File: src/rtl/vga_cfg_pkg.sv
// Shared constants, commit-state type and byte-lane merge helper for the VGA config controller.
package vga_cfg_pkg;
  localparam logic [2:0] OFS_CTRL     = 3'h0;
  localparam logic [2:0] OFS_STATUS   = 3'h1;
  localparam logic [2:0] OFS_IRQ_STAT = 3'h2;
  localparam logic [2:0] OFS_LINE_CMP = 3'h3;
  localparam logic [2:0] OFS_BG_COLOR = 3'h4;
  localparam logic [2:0] OFS_SCROLL   = 3'h5;
  localparam logic [2:0] OFS_COMMIT   = 3'h6;
  localparam logic [2:0] OFS_FRAMECNT = 3'h7;

  localparam int CTRL_EN    = 0;
  localparam int CTRL_VB_IE = 1;
  localparam int CTRL_LN_IE = 2;
  localparam int IRQ_VB     = 0;
  localparam int IRQ_LN     = 1;

  typedef enum logic {IDLE = 1'b0, PENDING = 1'b1} commit_st_e;

  function automatic logic [31:0] byte_merge(input logic [31:0] old, input logic [31:0] dat,
                                             input logic [3:0] sel);
    logic [31:0] r;
    for (int b = 0; b < 4; b++) r[8*b +: 8] = sel[b] ? dat[8*b +: 8] : old[8*b +: 8];
    return r;
  endfunction
endpackage

File: src/rtl/vga_cfg_ctrl_if.sv
// Wishbone slave port bundle for the VGA config controller.
interface vga_cfg_ctrl_if;
  logic        wbs_cyc_i;
  logic        wbs_stb_i;
  logic        wbs_we_i;
  logic [3:0]  wbs_sel_i;
  logic [31:0] wbs_adr_i;
  logic [31:0] wbs_dat_i;
  logic        wbs_ack_o;
  logic [31:0] wbs_dat_o;

  modport master (output wbs_cyc_i, wbs_stb_i, wbs_we_i, wbs_sel_i, wbs_adr_i, wbs_dat_i,
                  input  wbs_ack_o, wbs_dat_o);
  modport slave  (input  wbs_cyc_i, wbs_stb_i, wbs_we_i, wbs_sel_i, wbs_adr_i, wbs_dat_i,
                  output wbs_ack_o, wbs_dat_o);
endinterface

File: src/rtl/vga_cfg_irq.sv
// Vblank/line-match event latch (W1C, set beats clear) and registered, enable-masked irq.
module vga_cfg_irq
  import vga_cfg_pkg::*;
#(
  parameter int LINE_W = 11
) (
  input  logic              clk,
  input  logic              rst_n,
  input  logic              vblank_i,
  input  logic              line_start_i,
  input  logic [LINE_W-1:0] line_i,
  input  logic [LINE_W-1:0] line_cmp,
  input  logic [1:0]        w1c,
  input  logic [1:0]        irq_en,
  output logic [1:0]        irq_stat,
  output logic              irq_o
);
  logic       vb_q;
  logic [1:0] set;

  assign set[IRQ_VB] = vblank_i & ~vb_q;
  assign set[IRQ_LN] = line_start_i & (line_i == line_cmp);

  always_ff @(posedge clk or negedge rst_n) begin
    if (!rst_n) begin
      vb_q     <= 1'b0;
      irq_stat <= '0;
      irq_o    <= 1'b0;
    end else begin
      vb_q     <= vblank_i;
      irq_stat <= (irq_stat & ~w1c) | set;
      irq_o    <= |(irq_stat & irq_en);
    end
  end
endmodule

File: src/rtl/vga_cfg_ctrl.sv
// Wishbone config/sequencing controller: shadowed frame settings committed at frame start, irqs.
// Optional VGA_CFG_FRAMECNT_EN adds a read-only 16-bit frame counter at offset 0x1C.
module vga_cfg_ctrl
  import vga_cfg_pkg::*;
#(
  parameter logic [31:0] BASE_ADDR = 32'h3000_0000,
  parameter int          LINE_W    = 11,
  parameter int          COLOR_W   = 12,
  parameter int          SCROLL_W  = 10
) (
  input  logic                wb_clk_i,
  input  logic                wb_rst_n_i,
  vga_cfg_ctrl_if.slave       wb,
  input  logic                frame_start_i,
  input  logic                line_start_i,
  input  logic [LINE_W-1:0]   line_i,
  input  logic                vblank_i,
  output logic                cfg_enable_o,
  output logic [COLOR_W-1:0]  cfg_bg_color_o,
  output logic [SCROLL_W-1:0] cfg_scroll_x_o,
  output logic [SCROLL_W-1:0] cfg_scroll_y_o,
  output logic                irq_o
);
  logic                hit, ack_q, wr, commit_wr, apply;
  logic [2:0]          ofs;
  logic [31:0]         rdata, wval, dat_q;
  logic [2:0]          ctrl_q;
  logic [LINE_W-1:0]   line_cmp_q;
  logic [COLOR_W-1:0]  bg_sh_q;
  logic [SCROLL_W-1:0] sx_sh_q, sy_sh_q;
  logic [1:0]          irq_stat, w1c;
  logic [15:0]         frame_cnt;
  commit_st_e          state_q, state_d;
  logic                unused;

  assign hit       = wb.wbs_cyc_i & wb.wbs_stb_i & (wb.wbs_adr_i[31:5] == BASE_ADDR[31:5]);
  assign ofs       = wb.wbs_adr_i[4:2];
  assign wr        = hit & ack_q & wb.wbs_we_i;
  // Byte-masked write value built from the current readback of the addressed register.
  assign wval      = byte_merge(rdata, wb.wbs_dat_i, wb.wbs_sel_i);
  assign commit_wr = wr & (ofs == OFS_COMMIT) & wb.wbs_sel_i[0] & wb.wbs_dat_i[0];
  assign w1c       = (wr && ofs == OFS_IRQ_STAT && wb.wbs_sel_i[0]) ? wb.wbs_dat_i[1:0] : 2'b00;
  assign unused    = ^{wb.wbs_adr_i[1:0], wval};

  always_comb begin
    rdata = '0;
    case (ofs)
      OFS_CTRL:     rdata[2:0] = ctrl_q;
      OFS_STATUS: begin
        rdata[0]             = vblank_i;
        rdata[1]             = (state_q == PENDING);
        rdata[16 +: LINE_W]  = line_i;
      end
      OFS_IRQ_STAT: rdata[1:0] = irq_stat;
      OFS_LINE_CMP: rdata[LINE_W-1:0] = line_cmp_q;
      OFS_BG_COLOR: rdata[COLOR_W-1:0] = bg_sh_q;
      OFS_SCROLL: begin
        rdata[SCROLL_W-1:0]    = sx_sh_q;
        rdata[16 +: SCROLL_W]  = sy_sh_q;
      end
      OFS_FRAMECNT: rdata[15:0] = frame_cnt;
      default:      rdata = '0;
    endcase
  end

  // A commit landing on the applying frame_start re-arms for the next frame.
  always_comb begin
    state_d = state_q;
    apply   = 1'b0;
    case (state_q)
      IDLE:    if (commit_wr) state_d = PENDING;
      PENDING: if (frame_start_i) begin
        apply   = 1'b1;
        state_d = commit_wr ? PENDING : IDLE;
      end
      default: state_d = IDLE;
    endcase
  end

  always_ff @(posedge wb_clk_i or negedge wb_rst_n_i) begin
    if (!wb_rst_n_i) begin
      state_q        <= IDLE;
      ack_q          <= 1'b0;
      dat_q          <= '0;
      ctrl_q         <= '0;
      line_cmp_q     <= '0;
      bg_sh_q        <= '0;
      sx_sh_q        <= '0;
      sy_sh_q        <= '0;
      cfg_bg_color_o <= '0;
      cfg_scroll_x_o <= '0;
      cfg_scroll_y_o <= '0;
    end else begin
      state_q <= state_d;
      ack_q   <= hit & ~ack_q;
      dat_q   <= (hit & ~ack_q & ~wb.wbs_we_i) ? rdata : '0;
      if (wr) begin
        case (ofs)
          OFS_CTRL:     ctrl_q     <= wval[2:0];
          OFS_LINE_CMP: line_cmp_q <= wval[LINE_W-1:0];
          OFS_BG_COLOR: bg_sh_q    <= wval[COLOR_W-1:0];
          OFS_SCROLL: begin
            sx_sh_q <= wval[SCROLL_W-1:0];
            sy_sh_q <= wval[16 +: SCROLL_W];
          end
          default: ;
        endcase
      end
      if (apply) begin
        cfg_bg_color_o <= bg_sh_q;
        cfg_scroll_x_o <= sx_sh_q;
        cfg_scroll_y_o <= sy_sh_q;
      end
    end
  end

`ifdef VGA_CFG_FRAMECNT_EN
  logic [15:0] frame_cnt_q;
  always_ff @(posedge wb_clk_i or negedge wb_rst_n_i) begin
    if (!wb_rst_n_i)        frame_cnt_q <= '0;
    else if (frame_start_i) frame_cnt_q <= frame_cnt_q + 16'd1;
  end
  assign frame_cnt = frame_cnt_q;
`else
  assign frame_cnt = '0;
`endif

  assign wb.wbs_ack_o = ack_q;
  assign wb.wbs_dat_o = dat_q;
  assign cfg_enable_o = ctrl_q[CTRL_EN];

  vga_cfg_irq #(.LINE_W(LINE_W)) u_irq (
    .clk          (wb_clk_i),
    .rst_n        (wb_rst_n_i),
    .vblank_i     (vblank_i),
    .line_start_i (line_start_i),
    .line_i       (line_i),
    .line_cmp     (line_cmp_q),
    .w1c          (w1c),
    .irq_en       (ctrl_q[CTRL_LN_IE:CTRL_VB_IE]),
    .irq_stat     (irq_stat),
    .irq_o        (irq_o)
  );
endmodule

File: src/flat_wrapper.sv
// flat-port wrapper written by rule: the top's interface ports become plain ports
module vga_cfg_ctrl_flat import vga_cfg_pkg::*;
#(
  parameter logic [31:0] BASE_ADDR = 32'h3000_0000,
  parameter int          LINE_W    = 11,
  parameter int          COLOR_W   = 12,
  parameter int          SCROLL_W  = 10
)
  (wb_clk_i, wb_rst_n_i, frame_start_i, line_start_i, line_i, vblank_i, cfg_enable_o, cfg_bg_color_o, cfg_scroll_x_o, cfg_scroll_y_o, irq_o, wb_wbs_cyc_i, wb_wbs_stb_i, wb_wbs_we_i, wb_wbs_sel_i, wb_wbs_adr_i, wb_wbs_dat_i, wb_wbs_ack_o, wb_wbs_dat_o);
  vga_cfg_ctrl_if wb_i ();
  input  logic wb_clk_i;
  input  logic wb_rst_n_i;
  input  logic frame_start_i;
  input  logic line_start_i;
  input  logic [LINE_W-1:0] line_i;
  input  logic vblank_i;
  output logic cfg_enable_o;
  output logic [COLOR_W-1:0] cfg_bg_color_o;
  output logic [SCROLL_W-1:0] cfg_scroll_x_o;
  output logic [SCROLL_W-1:0] cfg_scroll_y_o;
  output logic irq_o;
  input wire logic [$bits(wb_i.wbs_cyc_i)-1:0] wb_wbs_cyc_i;
  input wire logic [$bits(wb_i.wbs_stb_i)-1:0] wb_wbs_stb_i;
  input wire logic [$bits(wb_i.wbs_we_i)-1:0] wb_wbs_we_i;
  input wire logic [$bits(wb_i.wbs_sel_i)-1:0] wb_wbs_sel_i;
  input wire logic [$bits(wb_i.wbs_adr_i)-1:0] wb_wbs_adr_i;
  input wire logic [$bits(wb_i.wbs_dat_i)-1:0] wb_wbs_dat_i;
  output wire logic [$bits(wb_i.wbs_ack_o)-1:0] wb_wbs_ack_o;
  output wire logic [$bits(wb_i.wbs_dat_o)-1:0] wb_wbs_dat_o;
  assign wb_i.wbs_cyc_i = wb_wbs_cyc_i;
  assign wb_i.wbs_stb_i = wb_wbs_stb_i;
  assign wb_i.wbs_we_i = wb_wbs_we_i;
  assign wb_i.wbs_sel_i = wb_wbs_sel_i;
  assign wb_i.wbs_adr_i = wb_wbs_adr_i;
  assign wb_i.wbs_dat_i = wb_wbs_dat_i;
  assign wb_wbs_ack_o = wb_i.wbs_ack_o;
  assign wb_wbs_dat_o = wb_i.wbs_dat_o;
  vga_cfg_ctrl #(.BASE_ADDR(BASE_ADDR), .LINE_W(LINE_W), .COLOR_W(COLOR_W), .SCROLL_W(SCROLL_W)) u_core (.wb_clk_i(wb_clk_i), .wb_rst_n_i(wb_rst_n_i), .wb(wb_i), .frame_start_i(frame_start_i), .line_start_i(line_start_i), .line_i(line_i), .vblank_i(vblank_i), .cfg_enable_o(cfg_enable_o), .cfg_bg_color_o(cfg_bg_color_o), .cfg_scroll_x_o(cfg_scroll_x_o), .cfg_scroll_y_o(cfg_scroll_y_o), .irq_o(irq_o));
endmodule
File: config.mk
export PLATFORM = sky130hd
export DESIGN_NAME = vga_cfg_ctrl_flat
export DESIGN_NICKNAME = d
export VERILOG_FILES = /design/src/rtl/vga_cfg_pkg.sv /design/src/rtl/vga_cfg_ctrl_if.sv /design/src/rtl/vga_cfg_irq.sv /design/src/rtl/vga_cfg_ctrl.sv /design/src/flat_wrapper.sv
export SDC_FILE = /design/constraint.sdc
export NUM_CORES = 1
export LEC_CHECK = 0
export ABC_AREA = 1
export ABC_CLOCK_PERIOD_IN_PS = 2100
export BUFFER_PORTS_ARGS = -buffer_cell sky130_fd_sc_hd__buf_4
export CAP_MARGIN = 30
export CORE_MARGIN = 2
export CORE_UTILIZATION = 40
export DETAILED_ROUTE_END_ITERATION = 12
export SYNTH_ARGS = -nofsm -noshare
export SYNTH_HDL_FRONTEND = slang
export SYNTH_SLANG_ARGS = --single-unit
export TNS_END_PERCENT = 50
File: constraint.sdc
create_clock -name wb_clk_i -period 2.1 [get_ports wb_clk_i]
set_input_delay 0.315 -clock wb_clk_i [delete_from_list [all_inputs] [get_ports wb_clk_i]]
set_output_delay 0.315 -clock wb_clk_i [all_outputs]
set_load 0.02 [all_outputs]
# After elaboration in Yosys (flattened, before gate mapping)
# Cells that the tools add are included.
[word_totals] ff_bits=116 in_bits=87 output_inout_bits=67 elab_cells=67
[classes] n_eq_ne=8 n_mux=18 bitwise=19 reduce_logical=8
[ops] operator="$eq A27 B25 Y1 const B" count=1
[ops] operator="$mux W27" count=1
[ops] operator="$pmux W7 S3" count=1
[ops] operator="$pmux W10 S2" count=1
[ops] operator="$mux W8" count=2
[ops] operator="$pmux W2 S6" count=1
[ops] operator="$and A1 B1 Y1" count=11
[ops] operator="$eq A11 B11 Y1" count=1
[ops] operator="$eq A3 B3 Y1 const B" count=3
[ops] operator="$reduce_and A2 Y1" count=4
[ops] operator="$eq A3 B2 Y1 const B" count=2
[ops] operator="$mux W1" count=6
[ops] operator="$and A2 B2 Y2" count=2
[ops] operator="$mux W2" count=2
[ops] operator="$mux W4" count=1
[ops] operator="$not A1 Y1" count=4
[ops] operator="$pmux W1 S2" count=2
[ops] operator="$pmux W1 S4" count=1
[ops] operator="$eq A3 B1 Y1 const B" count=1
[ops] operator="$logic_not A3 Y1" count=1
[ops] operator="$logic_and A1 B1 Y1" count=2
[ops] operator="$not A2 Y2" count=1
[ops] operator="$or A2 B2 Y2" count=1
[ops] operator="$reduce_or A2 Y1" count=1

# Longest topological paths before layout
[depth] ltp_word=10 ltp_mapped=10 ltp_nobuf=10

# Cells and area by module
# Synthesis repeated with hierarchy kept, for this count alone.
[unflattened] cells_unflattened=683 hier_area_um2=5346.4
[modules_own_cells] mod="vga_cfg_ctrl" n_inst=1 cells_each=612 area_per_inst_um2=4974.8 seq_area_each_um2=2577.5
[modules_own_cells] mod="vga_cfg_irq" n_inst=1 cells_each=71 area_per_inst_um2=371.6 seq_area_each_um2=100.1

# Worst setup path before layout
# No wires, ideal clock.
[synth_timing] path_type="input-to-reg" startpoint="input wb_wbs_adr_i[30]" endpoint="register u_core.sy_sh_q[7]" setup_time_ns=0.123 t_arrival_ns=1.239 t_required_ns=1.977 slack_ns=0.738 stages=8 path_buffers=1 cell_sequence="nand3b_1 -> nor2_1 -> nand2_1 -> nor2_8 -> nand3_4 -> buf_2 -> nand2_1 -> o21ai_1"
[synth_via] elab_chain_len=5
[synth_rtl] item="start: declaration" line="flat_wrapper.sv:26" source="input wire logic [$bits(wb_i.wbs_adr_i)-1:0] wb_wbs_adr_i;"
[synth_rtl] item="$eq A27 B25 Y1" line="vga_cfg_ctrl.sv:36" source="assign hit = wb.wbs_cyc_i & wb.wbs_stb_i & (wb.wbs_adr_i[31:5] == BASE_ADDR[31:5]);"
[synth_rtl] item="$and A1 B1 Y1" line="vga_cfg_ctrl.sv:36"
[synth_rtl] item="$and A1 B1 Y1 (2 in series)" line="vga_cfg_ctrl.sv:38" source="assign wr = hit & ack_q & wb.wbs_we_i;"
[synth_rtl] item="$reduce_and A2 Y1 (no line)"
[synth_rtl] item="end signal: assignment" line="vga_cfg_ctrl.sv:104" source="sy_sh_q <= wval[16 +: SCROLL_W];"
[synth_rtl] item="end: declaration" line="vga_cfg_ctrl.sv:30" source="logic [SCROLL_W-1:0] sx_sh_q, sy_sh_q;"
# Every way passes these cells.
# A chain may end at the register's enable or synchronous reset.

# Final worst setup path
[layout_timing] startpoint="register u_core.ack_q (netlist: u_core.wb.wbs_ack_o)" endpoint="register u_core.sy_sh_q[1]"
[layout_via] elab_chain_len=3
[layout_rtl] item="start: declaration" line="vga_cfg_ctrl.sv:24" source="logic hit, ack_q, wr, commit_wr, apply;"
[layout_rtl] item="start signal: assignment" line="vga_cfg_ctrl.sv:95" source="ack_q <= hit & ~ack_q;"
[layout_rtl] item="$and A1 B1 Y1 (2 in series)" line="vga_cfg_ctrl.sv:38"
[layout_rtl] item="$reduce_and A2 Y1 (no line)"
# Every way passes these cells.

==> flow_metrics.tcl <==
set metrics [dict create \
    ant_nets 0 \
    async_flop_share_pct 100.0 \
    timing.fmax_ghz 0.6461 \
    crit_top_cell "nand2_1" \
    critPathMaxStageDelay_ns 0.39 \
    core_area_mm2 0.01247 \
    antenna_found_initial 0 \
    die_area_mm2 0.01357 \
    drv_slew 0 \
    grt_usage_pct 21.16 \
    dp.cells 895 \
    synth_top_cells_by_count "nand2_1, dfrtp_1, inv_1" \
    ys.flop_type "dfrtp_1" \
    p_leak_nw 3.424 \
    peakVddDrop_mv 0.2983 \
    area_delta_synth_final_pct 28.24 \
    synth_edf_count 0 \
    cp_max_fo 20 \
    finalCriticalPeriod_ns 1.548 \
    nets 822 \
    worst-setup-path-type "register to register" \
    crit_buf_inv 2 \
    hold_viol_final 0 \
    cts_tree "done" \
    diodes 0 \
    cts_sinks 107 \
    critPathCaptureType "register" \
    root_buffer "clkbuf_16" \
    yosysWarnings 0 \
    gp_congestion 0.8538 \
    powerDensity_mw_per_mm2 627.1 \
    cts_resized 0 \
    synth-seq-cells 107 \
    drt_pass1_iterations 4 \
    final_cells 910 \
    via_count 4317 \
    finClkSkew_ns 0.01147 \
    routedWlPerCell_um 14.99 \
    grt_pass1_vias 4271 \
    drc_errors 0 \
    die_x_um 116.5 \
    drive_gt1_share_pct 26.02 \
    synth_top_area_share_pct 52.88 \
    crit_required_ns 2.33 \
    place_ws_ns 0.2340 \
    path_clk_slew_ns 0.07 \
    finalSetupViolations 0 \
    overflow 0 \
    tightest_slew_ns 0.5984 \
    slew_headroom_pct 60.11 \
    fin_tns_setup_ns 0 \
    grt_start_max_net_pins 46 \
    ys_seq_area_share_pct 52.88 \
    drtIter0Drc 296 \
    rsz0062_at_grt "no" \
    critPathLaunchType "register" \
    yosysTopAreaCell "dfrtp_1" \
    drt_wl_total_um 13640 \
    worstPathArrival_ns 1.78 \
    cpLargestDelayFamily "buffers and inverters" \
    cap_violations 0 \
    status "completed" \
    hold_buffers 1 \
    grt_pass1_wl_um 21750 \
    rows 41 \
    routed_via_density 4.744 \
    post_cts_buffers 0 \
    io_buffers 132 \
    htree_levels 3 \
    io_pins 154 \
    synthCells 604 \
    crit_chain "nand2_1 -> inv_1 -> nand3_4 -> buf_4 -> nand2_1 -> o21ai_1" \
    min_path_type "input pin to register" \
    finalCritPeriodShare_pct 73.70 \
    dp_hpwl_um 10180 \
    cts_made_buffers 9 \
    clk_latency_ns 0.35 \
    critical-path-slowest-cell "dfrtp_1" \
    ys_top_cells_by_area "dfrtp_1, nand2_1, mux2_2, inv_1, nor2_1" \
    cts.path.max_buffers 2 \
    netlist_area_mm2 0.005064 \
    initial_core_util_pct 40.62 \
    ys_types 30 \
    avgSynthCellArea_um2 8.383 \
    setup_slack_ns 0.5523 \
    die_h_um 116.5 \
    synth.most_common_cell "nand2_1" \
]
-- final timing paths --
kind	endpoint	from	cells past startpoint	slack, ns
min	u_core.u_irq.vb_q	vblank_i	1	0.09
max reg2reg	u_core.sy_sh_q[1]	u_core.wb.wbs_ack_o	6	0.55
min reg2reg	u_core.u_irq.irq_stat[0]	u_core.u_irq.vb_q	3	0.48
min in group asynchronous	u_core.wb.wbs_dat_o[20]	wb_rst_n_i	2	0.52
max	u_core.sy_sh_q[1]	u_core.wb.wbs_ack_o	6	0.55
max in group asynchronous	u_core.line_cmp_q[7]	wb_rst_n_i	3	0.99
-- state kept, by name (all words and copies together), names as in the netlist, 2 cells and up --
signal and flops:
u_core.ctrl_q 3, u_core.sx_sh_q 10, u_core.u_irq.irq_stat 2, u_core.bg_sh_q 12
u_core.sy_sh_q 10, u_core.cfg_scroll_y_o 10, u_core.line_cmp_q 11, u_core.cfg_bg_color_o 12
u_core.wb.wbs_dat_o 23, u_core.cfg_scroll_x_o 10
-- through the flow --
stage	util (%)	total power [mW]	instance area [µm²]	hold slack [ns]
after global routing	52.09	4.222	6494	0.09036
after floorplan	-	2.230	5094	0.01941
after CTS	52.09	4.115	6494	0.08101
after global placement	49.68	2.410	6193	0.3578
after detailed placement	49.68	2.412	6193	0.3588
final	52.09	4.072	6494	0.09279
-- power by group --
| part | total (mW) | internal (mW) | switching [mW] | leakage, nW |
|---|---|---|---|---|
| logic | 0.309 | 0.129 | 0.180 | 1.79 |
| clock network | 1.70 | 0.952 | 0.750 | 0.142 |
| registers | 2.06 | 2.06 | 0.000534 | 1.49 |
-- layout by cell type (no fill, tap or decap), drive strengths merged, types with 8 or more instances in the layout --
cell type / count
nand3b: 10
conb: 9
inv: 66
nand3: 26
nand4: 8
buf: 139
mux2: 20
nand2: 213
o21ai: 57
dfrtp: 107
clkbuf: 11
nor2: 54
-- metal layers --
layer  track usage, %  wire (µm)  vias up
li1                 -          -     2137
met1            29.44       6286     2060
met2            33.91       6481      106
met3            3.010        654       14
met4            7.698        216        0
met5                0          0        -
-- cell type report --
class	count	area, µm²
Clock buffer	11	242.7
Clock inverter	3	47.55
Fill cell	1239	5972
Inverter	66	247.7
Multi-Input combinational cell	411	1984
Sequential cell	107	2678
Tap cell	172	215.2
Timing Repair Buffer	140	1079
-- cell families after synthesis --
family          synth area share, %
compound gates                6.029
other cells                 0.07406
buf+inv                       8.525
simple gates                  26.98
xor+xnor                     0.8650
flops                         52.88
mux                           4.646
Note: power is estimated with default switching activity, not from simulation.
